**config.mk**
```make
export PLATFORM = sky130hd
export DESIGN_NAME = ahb_resp_mux_n
export DESIGN_NICKNAME = d
export VERILOG_FILES = /design/src/rtl/ahb_resp_mux_n.sv
export SDC_FILE = /design/constraint.sdc
export NUM_CORES = 1
export LEC_CHECK = 0
export BUFFER_PORTS_ARGS = -buffer_cell sky130_fd_sc_hd__buf_2
export CAP_MARGIN = 30
export CORE_ASPECT_RATIO = 0.8
export CORE_MARGIN = 2
export CORE_UTILIZATION = 32
export CTS_CLUSTER_DIAMETER = 120
export DETAILED_ROUTE_END_ITERATION = 12
export HOLD_SLACK_MARGIN = 0.02
export PLACE_DENSITY_LB_ADDON = 0.15
export SLEW_MARGIN = 20
export SYNTH_ARGS = -nofsm -noshare
export SYNTH_HDL_FRONTEND = slang
export SYNTH_SLANG_ARGS = --single-unit
```
**constraint.sdc**
```tcl
create_clock -name CLK -period 3.8 [get_ports CLK]
set_clock_uncertainty 0.05 [all_clocks]
set_input_delay 0.57 -clock CLK [delete_from_list [all_inputs] [get_ports CLK]]
set_output_delay 0.57 -clock CLK [all_outputs]
set_load 0.005 [all_outputs]
```
**src/rtl/ahb_resp_mux_n.sv**
```systemverilog
// Routes read data and responses from NUM_SLV slaves to the master, with a built-in
// default slave that errors unmapped transfers and a watchdog that errors hung slaves.
module ahb_resp_mux_n #(
    parameter int NUM_SLV     = 3,
    parameter int SW          = 2,
    parameter int DW          = 32,
    parameter int TIMEOUT_CYC = 16
) (
    input  logic                  CLK,
    input  logic                  RST,
    input  logic [SW-1:0]         SEL,
    input  logic [1:0]            HTRANS,
    input  logic [NUM_SLV*DW-1:0] HRDATA_S,
    input  logic [NUM_SLV*2-1:0]  HRESP_S,
    input  logic [NUM_SLV-1:0]    HREADYOUT_S,
    output logic [DW-1:0]         HRDATA,
    output logic [1:0]            HRESP,
    output logic                  HREADY,
    output logic [SW-1:0]         DP_SEL,
    output logic                  TIMEOUT
);

    localparam int CW = (TIMEOUT_CYC > 0) ? $clog2(TIMEOUT_CYC + 1) : 1;
    localparam logic [CW-1:0] WD_LAST = (TIMEOUT_CYC > 0) ? CW'(TIMEOUT_CYC - 1) : '0;
    localparam logic [1:0] RESP_OKAY  = 2'b00;
    localparam logic [1:0] RESP_ERROR = 2'b01;

    typedef enum logic [1:0] {
        ST_PASS,
        ST_ERR2,
        ST_TOUT2
    } state_t;

    state_t          state, state_nxt;
    logic [SW-1:0]   dp_sel;
    logic            dp_act;
    logic [CW-1:0]   wait_cnt, wait_cnt_nxt;
    logic [SW-1:0]   sel_eff;
    logic            slv_hit;
    logic [DW-1:0]   slv_rdata;
    logic [1:0]      slv_resp;
    logic            slv_ready;
    logic            wd_fire;
    logic            htrans_unused;

    // Only HTRANS[1] distinguishes a real transfer from IDLE/BUSY.
    assign htrans_unused = HTRANS[0];

    // Out-of-range selects are folded onto the default slave at capture time.
    assign sel_eff = (SEL > SW'(NUM_SLV)) ? '0 : SEL;
    assign DP_SEL  = dp_sel;

    always_comb begin
        slv_hit   = 1'b0;
        slv_rdata = '0;
        slv_resp  = RESP_OKAY;
        slv_ready = 1'b1;
        for (int i = 0; i < NUM_SLV; i++) begin
            if (dp_sel == SW'(i + 1)) begin
                slv_hit   = 1'b1;
                slv_rdata = HRDATA_S[i*DW +: DW];
                slv_resp  = HRESP_S[i*2 +: 2];
                slv_ready = HREADYOUT_S[i];
            end
        end
    end

    // A slave that becomes ready on the limit cycle wins over the watchdog.
    always_comb begin
        wd_fire = 1'b0;
        if ((TIMEOUT_CYC > 0) && (state == ST_PASS) && slv_hit && dp_act &&
            !slv_ready && (wait_cnt == WD_LAST)) begin
            wd_fire = 1'b1;
        end
    end

    always_comb begin
        state_nxt    = state;
        wait_cnt_nxt = '0;
        HRDATA       = '0;
        HRESP        = RESP_OKAY;
        HREADY       = 1'b1;
        TIMEOUT      = 1'b0;
        case (state)
            ST_PASS: begin
                if (slv_hit) begin
                    if (wd_fire) begin
                        HREADY    = 1'b0;
                        HRESP     = RESP_ERROR;
                        TIMEOUT   = 1'b1;
                        state_nxt = ST_TOUT2;
                    end else begin
                        HRDATA = slv_rdata;
                        HRESP  = slv_resp;
                        HREADY = slv_ready;
                        if (dp_act && !slv_ready && (wait_cnt != '1)) begin
                            wait_cnt_nxt = wait_cnt + CW'(1);
                        end else if (dp_act && !slv_ready) begin
                            wait_cnt_nxt = wait_cnt;
                        end
                    end
                end else if (dp_act) begin
                    HREADY    = 1'b0;
                    HRESP     = RESP_ERROR;
                    state_nxt = ST_ERR2;
                end
            end
            ST_ERR2, ST_TOUT2: begin
                HRESP     = RESP_ERROR;
                state_nxt = ST_PASS;
            end
            default: state_nxt = ST_PASS;
        endcase
    end

    always_ff @(posedge CLK) begin
        if (RST) begin
            state    <= ST_PASS;
            dp_sel   <= '0;
            dp_act   <= 1'b0;
            wait_cnt <= '0;
        end else begin
            state    <= state_nxt;
            wait_cnt <= wait_cnt_nxt;
            if (HREADY) begin
                dp_sel <= sel_eff;
                dp_act <= HTRANS[1];
            end
        end
    end

endmodule

```
# Yosys cells after proc, flatten, opt, wreduce, memory -nomap -nowiden
# Cells that the tools add are included.
[classes]
add_sub_neg = 1
bitwise_logic = 2
order_cmp = 1
reduce_logical = 13
n_eq_ne = 9
mux = 33
[ops]
columns = ["cell", "count"]
rows = [
  ["32-bit 2-to-1 mux", 6],
  ["2-bit 2-to-1 mux", 9],
  ["1-bit 2-to-1 mux", 15],
  ["5-bit 2-to-1 mux", 2],
  ["2-bit equality test (second input constant)", 3],
  ["1-bit logical AND", 6],
  ["5-bit by 1-bit adder with 5-bit output (second input constant)", 1],
  ["5-bit by 4-bit equality test with 1-bit output (second input constant)", 1],
  ["5-bit != test (second input constant)", 1],
  ["2-bit by 1-bit equality test with 1-bit output (second input constant)", 2],
  ["2-bit by 1-bit != test with 1-bit output (second input constant)", 2],
  ["2-bit case mux with 2 select lines", 1],
  ["2-bit OR reduction", 2],
  ["4-bit OR reduction", 1],
  ["2-bit > comparator (second input constant)", 1],
  ["2-bit zero test", 1],
  ["1-bit inverter", 2],
  ["2-bit AND reduction", 1],
  ["2-bit nonzero test", 1],
  ["1-bit zero test", 1],
]
[word_totals]
in_bits = 111
elab_cells = 63
ff_bits = 10
out_inout_bits = 38

# Depth between registers and ports, before layout
# Gate-level depths: netlist (run 1).
[depth]
ltp_word = 12
ltp_mapped = 9
depth_no_buf = 7

# Least setup slack after synthesis (run 1)
# Ideal clock, no wire load.
[synth_timing]
kind = "reg2out"
from = "register wait_cnt[0]"
to = "output HRDATA[11]"
stages_incl_launch_ff = 10
required_ns = 3.180
n_path_buf = 2
path_slack_ns = 1.325
arrival_time_ns = 1.855
cell_sequence = "dfxtp_1 > ha_1 > and3_1 > ha_1 > nand3_1 > o32ai_2 > or3b_1 > buf_2 > buf_4 > nor2_1"
[synth_via]
elab_chain_cells = 6
[synth_lines]
columns = ["element", "line", "rtl"]
rows = [
  ["from (decl)", "37", "logic [CW-1:0] wait_cnt, wait_cnt_nxt;"],
  ["from (signal assigned)", "124", "wait_cnt <= wait_cnt_nxt;"],
  ["5-bit by 4-bit equality test with 1-bit output", "72", "!slv_ready && (wait_cnt == WD_LAST)) begin"],
  ["1-bit logical AND", "72", ""],
  ["1-bit 2-to-1 mux", "71", "if ((TIMEOUT_CYC > 0) && (state == ST_PASS) && slv_hit && dp_act &&"],
  ["32-bit 2-to-1 mux", "87", "if (wd_fire) begin"],
  ["32-bit 2-to-1 mux", "86", "if (slv_hit) begin"],
  ["32-bit 2-to-1 mux", "84", "case (state)"],
  ["to (decl)", "16", "output logic [DW-1:0] HRDATA,"],
]
# Every way passes these cells.

# Worst setup path after layout (run 1)
[layout_timing]
from = "register wait_cnt[0]"
to = "output HRDATA[2]"
# Same word-level chain as after synthesis.

==> results of run 1 <==
-- cell type report --
| cell class | count | share of cell area, % |
|---|---|---|
| clock buffers | 4 | 2.45 |
| well taps | 57 | 3.18 |
| flip-flops and latches | 10 | 8.97 |
| multi-input cells | 183 | 49.4 |
| inverters | 6 | 1.00 |
| repair buffers | 152 | 35.0 |
-- state kept, by name, indices dropped and copies added (netlist names) --
| register | cells |
|---|---|
| dp_act | 1 |
| state | 2 |
| wait_cnt | 5 |
| DP_SEL | 2 |
-- logic make-up (layout without fill, tap and decap cells) --
kind of cell             Yosys count  after routing  synth area share [%]
AO/OA/AOI/OAI                     45             45                  17.8
AND/OR/NAND/NOR                   93             93                  27.0
flip-flops                        10             10                  14.1
adder cells (fa/ha/maj)            5              5                  4.42
multiplexers                      37             37                  27.1
XOR/XNOR                           3              3                  1.86
buffers and inverters             22            162                  7.69
-- cells in the mapped netlist --
cell type,instances,share of area (%)
nor2_1,76,20
a21oi_1,38,13
mux2i_1,35,25
dfxtp_1,10,14
clkbuf_1,7,1.9
nand2_1,7,1.9
buf_2,6,2.1
ha_1,5,4.4
inv_1,5,1.3
buf_6,2,1.6
nor2b_1,2,0.88
xor2_1,2,1.2
a211oi_1,1,0.53
a31o_1,1,0.62
a32o_1,1,0.71
and2_1,1,0.44
and3_1,1,0.44
buf_4,1,0.53
clkinv_1,1,0.26
mux2_2,1,0.80
mux4_2,1,1.6
nand2b_1,1,0.44
nand3_1,1,0.35
nand3b_1,1,0.53
nand4b_1,1,0.62
nor4b_1,1,0.62
o211ai_1,1,0.53
o21ai_1,1,0.35
o22ai_1,1,0.44
o32ai_2,1,1.1
or3b_1,1,0.62
xnor2_1,1,0.62
-- through the flow --
| stage | util (%) | power (mW) | area [sq um] |
|---|---|---|---|
| global placement | 52.1 | 0.740 | 2190 |
| detailed placement | 52.1 | 0.744 | 2190 |
| CTS | 53.4 | 0.883 | 2240 |
| finish | 53.4 | 0.869 | 2240 |
| global route | 53.4 | 0.957 | 2240 |
| floorplan | - | 0.547 | 1420 |
-- worst max-delay path, delay by kind of cell (launching register included) --
kind | cells | cell delay (ns)
simple gates | 4 | 0.79
buf+inv | 2 | 0.35
compound gates | 1 | 0.40
fa+ha+maj | 2 | 0.37
flops | 1 | 0.36
-- per-layer routing --
layer | GRT usage [%] | vias up | part of all wire [%]
li1 | - | 1010 | -
met1 | 23.8 | 868 | 44
met2 | 34.9 | 91 | 48
met3 | 3.87 | 2 | 8.0
met4 | 4.82 | 0 | 0.35
met5 | 0 | - | 0
-- power breakdown --
group | total, mW | switching (mW) | internal (mW)
Sequential | 0.150 | 0.0307 | 0.119
Combinational | 0.587 | 0.312 | 0.275
Clock | 0.133 | 0.0417 | 0.0911
Total | 0.869 | 0.385 | 0.485
-- how the worst max path moves through the flow --
stage                start         end  slack, ns  depth (start not counted)
6_report       wait_cnt[0]   HRDATA[2]       0.67                          9
5_1_grt        wait_cnt[1]   HRDATA[2]       0.49                          9
4_1_cts        wait_cnt[0]   HRDATA[2]       0.66                          9
3_5_place_dp   wait_cnt[0]   HRDATA[2]       0.92                          9
3_3_place_gp   wait_cnt[0]   HRDATA[2]       0.94                          9
2_1_floorplan  wait_cnt[0]  HRDATA[11]       1.32                          9
==> flow_summary.json, run 1 <==
{
  "status": "complete, no violations",
  "place_ws_ns": 0.919,
  "syn_nets": 331,
  "ctsResizeCount": 0,
  "die_h_um": 63.5,
  "max_slew_margin_pct": 70.5,
  "fin_nets": 472,
  "coreArea_sq_um": 4200,
  "min_path_type": "flip-flop to flip-flop",
  "grt_pass1_vias": 1903,
  "hold_buffers": 0,
  "regArea_sq_um": 201,
  "n_antenna_cell": 0,
  "multi_input_area_sq_um": 1110,
  "rr_worst_depth": 5,
  "path_cells": "ha_1 -> and3_1 -> ha_1 -> nand2_1 -> o32ai_2 -> or3b_1 -> buf_12 -> nor2_1 -> buf_2",
  "detail_route.wirelength_mm": 4.88,
  "slew_violations": 0,
  "gp_congestion": 0.764,
  "rows": 21,
  "ant_nets": 0,
  "dr.pass1.iters": 4,
  "syn_area_sq_um": 1420,
  "io_pins": 149,
  "yosys_warnings": 0,
  "cp_max_fo": 24,
  "r2r-end": "wait_cnt[1]",
  "vdd_drop_max_mv": 0.196,
  "cts_setup_buffers": 0,
  "synthesis.instances": 215,
  "worst_r2r_startpoint": "DP_SEL[0]",
  "worstMarginPinSlew_ns": 0.439,
  "setup_tns_ns": 0,
  "rsz0062_at_grt": "false",
  "dieArea_sq_um": 4970,
  "holdPathEnd": "state[0]",
  "period_minus_slack_ns": 3.13,
  "wl_per_cell_um": 11.8,
  "area_growth_pct": 58.6,
  "grt_max_degree": 27,
  "path_clk_slew_ns": 0.05,
  "layout_setup_ws_ns": 0.673,
  "path_class": "flip-flop to output port",
  "yosysUniqueCellTypes": 32,
  "grt_usage_pct": 19.5,
  "nFillCells": 441,
  "hold_path_startpoint": "state[0]",
  "dp_hpwl_mm": 3.80,
  "syn_avg_cell_area_sq_um": 6.58,
  "vias": 1971,
  "die_x_um": 78.4,
  "initial_core_util_pct": 33.7,
  "cellLeakagePower_nw": 1.17,
  "cp.arrival_ns": 2.51,
  "portBuffers": 147,
  "cts_max_level": 1,
  "finalHoldViolCount": 0,
  "critPathLaunchType": "flip-flop",
  "max_freq_mhz": 320,
  "holdWs_ns": 0.448,
  "critPathRequiredTime_ns": 3.18,
  "layout_commonest_cell": "buf_2",
  "root_buffer": "clkbuf_8",
  "cp_slowest_cell": "or3b_1",
  "cts_sinks": 10,
  "final-setup-viol-count": 0,
  "placed_cells": 408,
  "viasPerCell": 4.78,
  "crit_path_end_kind": "output port",
  "cap_violations": 0,
  "numCtsBuffers": 3,
  "reg2reg_slack_ns": 1.82,
  "min_period_over_period_pct": 82.3,
  "final_cells": 412,
  "cpMostUsedCell": "ha_1",
  "cts_buffer_depth": 2,
  "hold_depth": 2,
  "synth-seq-cells": 10,
  "drc": 0,
  "p_per_area_nw_per_um2": 387,
  "antenna_found_initial": 0,
  "max_stage_delay_ns": 0.45,
  "drive_gt1_share_pct": 45.4,
  "overflow": 0,
  "clk_latency_ns": 0.24,
  "layout_common_cells": "buf_2 (147), nor2_1 (76), a21oi_1 (38), mux2i_1 (35), dfxtp_1 (9)",
  "drt_first_iter_violations": 78,
  "ys_seq_area_share_pct": 14.1,
  "grt_pass1_wl_mm": 8.08,
  "cts_tree": "yes"
}
Power figures use the tool's default switching activity.
==> inputs of run 2 (changes only) <==
==> constraint.sdc (replaced) <==
create_clock -name CLK -period 3.1 [get_ports CLK]
set_clock_uncertainty 0.05 [all_clocks]
set_input_delay 0.465 -clock CLK [delete_from_list [all_inputs] [get_ports CLK]]
set_output_delay 0.465 -clock CLK [all_outputs]
set_load 0.005 [all_outputs]
==> run 2 against run 1 <==
Against the previous run:
- first-iteration DRC count decreased by 2.6%
- clock power increased by 26%
- die area unchanged
- sequential share of layout area decreased by 0.060 points
- register-to-register slack got worse by 0.46 ns
- hold slack got worse by 0.048 ns
- critical path depth unchanged
- via count increased by 1.9%
- worst setup slack got worse by 0.39 ns
- core utilization increased by 0.36 points
- global-route usage decreased by 0.44 points
- sequential power increased by 25%
- critical path type unchanged
==> flow_summary.json, run 2 (same netlist as run 1, synthesis figures left out) <==
{
  "placed_area_sq_um": 2200,
  "vias": 2008,
  "final-setup-viol-count": 0,
  "multi_input_area_sq_um": 1110,
  "internal_power_uw": 596,
  "area_growth_pct": 59.7,
  "die_h_um": 63.5,
  "cap_violations": 0,
  "drt_first_iter_violations": 76,
  "cp.arrival_ns": 2.31,
  "cts_tree": "yes",
  "grt_pass1_wl_mm": 7.81,
  "layout_commonest_cell": "buf_2",
  "io_pins": 149,
  "portBuffers": 147,
  "detail_route.wirelength_mm": 4.89,
  "setup_tns_ns": 0,
  "vdd_drop_max_mv": 0.257,
  "overflow": 0,
  "wl_per_cell_um": 11.8,
  "pwr-share-seq_pct": 17.5,
  "largest_register_ffs": 5,
  "grt_max_degree": 29,
  "place_ws_ns": 0.539,
  "layout_common_cells": "buf_2 (147), nor2_1 (76), a21oi_1 (38), mux2i_1 (35), dfxtp_1 (9)",
  "grt_util_met3_pct": 4.87,
  "grt_pass1_vias": 1845,
  "cp_max_fo": 26,
  "min_path_type": "input port to flip-flop",
  "numCtsBuffers": 3,
  "rows": 21,
  "crit_path_end_kind": "output port",
  "viasPerCell": 4.85,
  "cts_buffer_depth": 2,
  "combPwrFrac_pct": 66.9,
  "grt_busiest_layer": "met2",
  "cts_sinks": 10,
  "ctsResizeCount": 0,
  "drc": 0,
  "drive_gt1_share_pct": 45.7,
  "gr-usage-met2_pct": 34.8,
  "hold_buffers": 0,
  "fin_util_pct": 53.8,
  "fin_nets": 474,
  "fin_area_sq_um": 2260,
  "initial_core_util_pct": 33.7,
  "grt_usage_pct": 19.0,
  "max_slew_margin_pct": 74.6,
  "cts_setup_buffers": 0,
  "period_minus_slack_ns": 2.82,
  "power.switching_uw": 472,
  "regArea_sq_um": 201,
  "path_class": "flip-flop to output port",
  "p_sw_share_pct": 44.2,
  "grtUsageMet1_pct": 22.2,
  "die_x_um": 78.4,
  "gp_congestion": 0.770,
  "layout_setup_ws_ns": 0.278,
  "min_period_over_period_pct": 91.0,
  "finalHoldViolCount": 0,
  "cts_max_level": 1,
  "clkPwrFrac_pct": 15.6,
  "p_per_area_nw_per_um2": 473,
  "critPathLaunchType": "flip-flop",
  "nFillCells": 448,
  "clk_latency_ns": 0.24,
  "antenna_found_initial": 0,
  "n_antenna_cell": 0,
  "path_clk_slew_ns": 0.05,
  "rsz0062_at_grt": "false",
  "dp_hpwl_mm": 3.84,
  "critPathRequiredTime_ns": 2.58,
  "root_buffer": "clkbuf_8",
  "dieArea_sq_um": 4970,
  "ant_nets": 0,
  "worstMarginPinSlew_ns": 0.379,
  "cellLeakagePower_nw": 1.18,
  "top_register": "wait_cnt",
  "max_freq_mhz": 354,
  "dr.pass1.iters": 4,
  "status": "complete, no violations",
  "coreArea_sq_um": 4200,
  "slew_violations": 0
}
[run 2: critical path: stages (launching register included)]
cell and delay, ns:
dfxtp_1 0.33, ha_1 0.21, and3_1 0.20, ha_1 0.22
nand3_1 0.11, o32ai_2 0.09, or3b_1 0.39, buf_4 0.24
nor2_1 0.15, buf_2 0.12
[run 2: area by class of cell]
type / instances / area share [%]
timing repair buffer: 154 / 35.4
tap: 57 / 3.16
sequential: 10 / 8.91
multi-input combinational: 183 / 49.1
inverter: 6 / 0.997
clock buffer: 4 / 2.44
[run 2: worst paths after layout]
check | cells past startpoint | from | to | slack, ns
max | 9 | wait_cnt[0] | HRDATA[2] | 0.28
max reg2reg | 4 | DP_SEL[1] | dp_act | 1.36
min reg2reg | 2 | state[0] | state[0] | 0.44
min | 2 | SEL[0] | DP_SEL[0] | 0.40
[run 2: metrics by stage]
step	hold slack (ns)	cells	power, mW
2_1_floorplan	0.410	215	0.671
3_3_place_gp	0.434	410	0.907
3_5_place_dp	0.437	410	0.911
4_1_cts	0.400	414	1.08
5_1_grt	0.402	414	1.17
6_report	0.401	414	1.07
[run 2: layer usage]
layer	share of wire [%]	wire [um]
met1	44	2130
met2	47	2300
met3	8.7	425
met4	0.72	35
met5	0	0
[run 2: power by group through the flow]
stage | registers, mW | logic, mW | clock network [mW]
5_1_grt | 0.190 | 0.801 | 0.180
6_report | 0.187 | 0.715 | 0.167
2_1_floorplan | 0.160 | 0.511 | 0
3_3_place_gp | 0.189 | 0.718 | 0
3_5_place_dp | 0.190 | 0.720 | 0
4_1_cts | 0.188 | 0.726 | 0.170
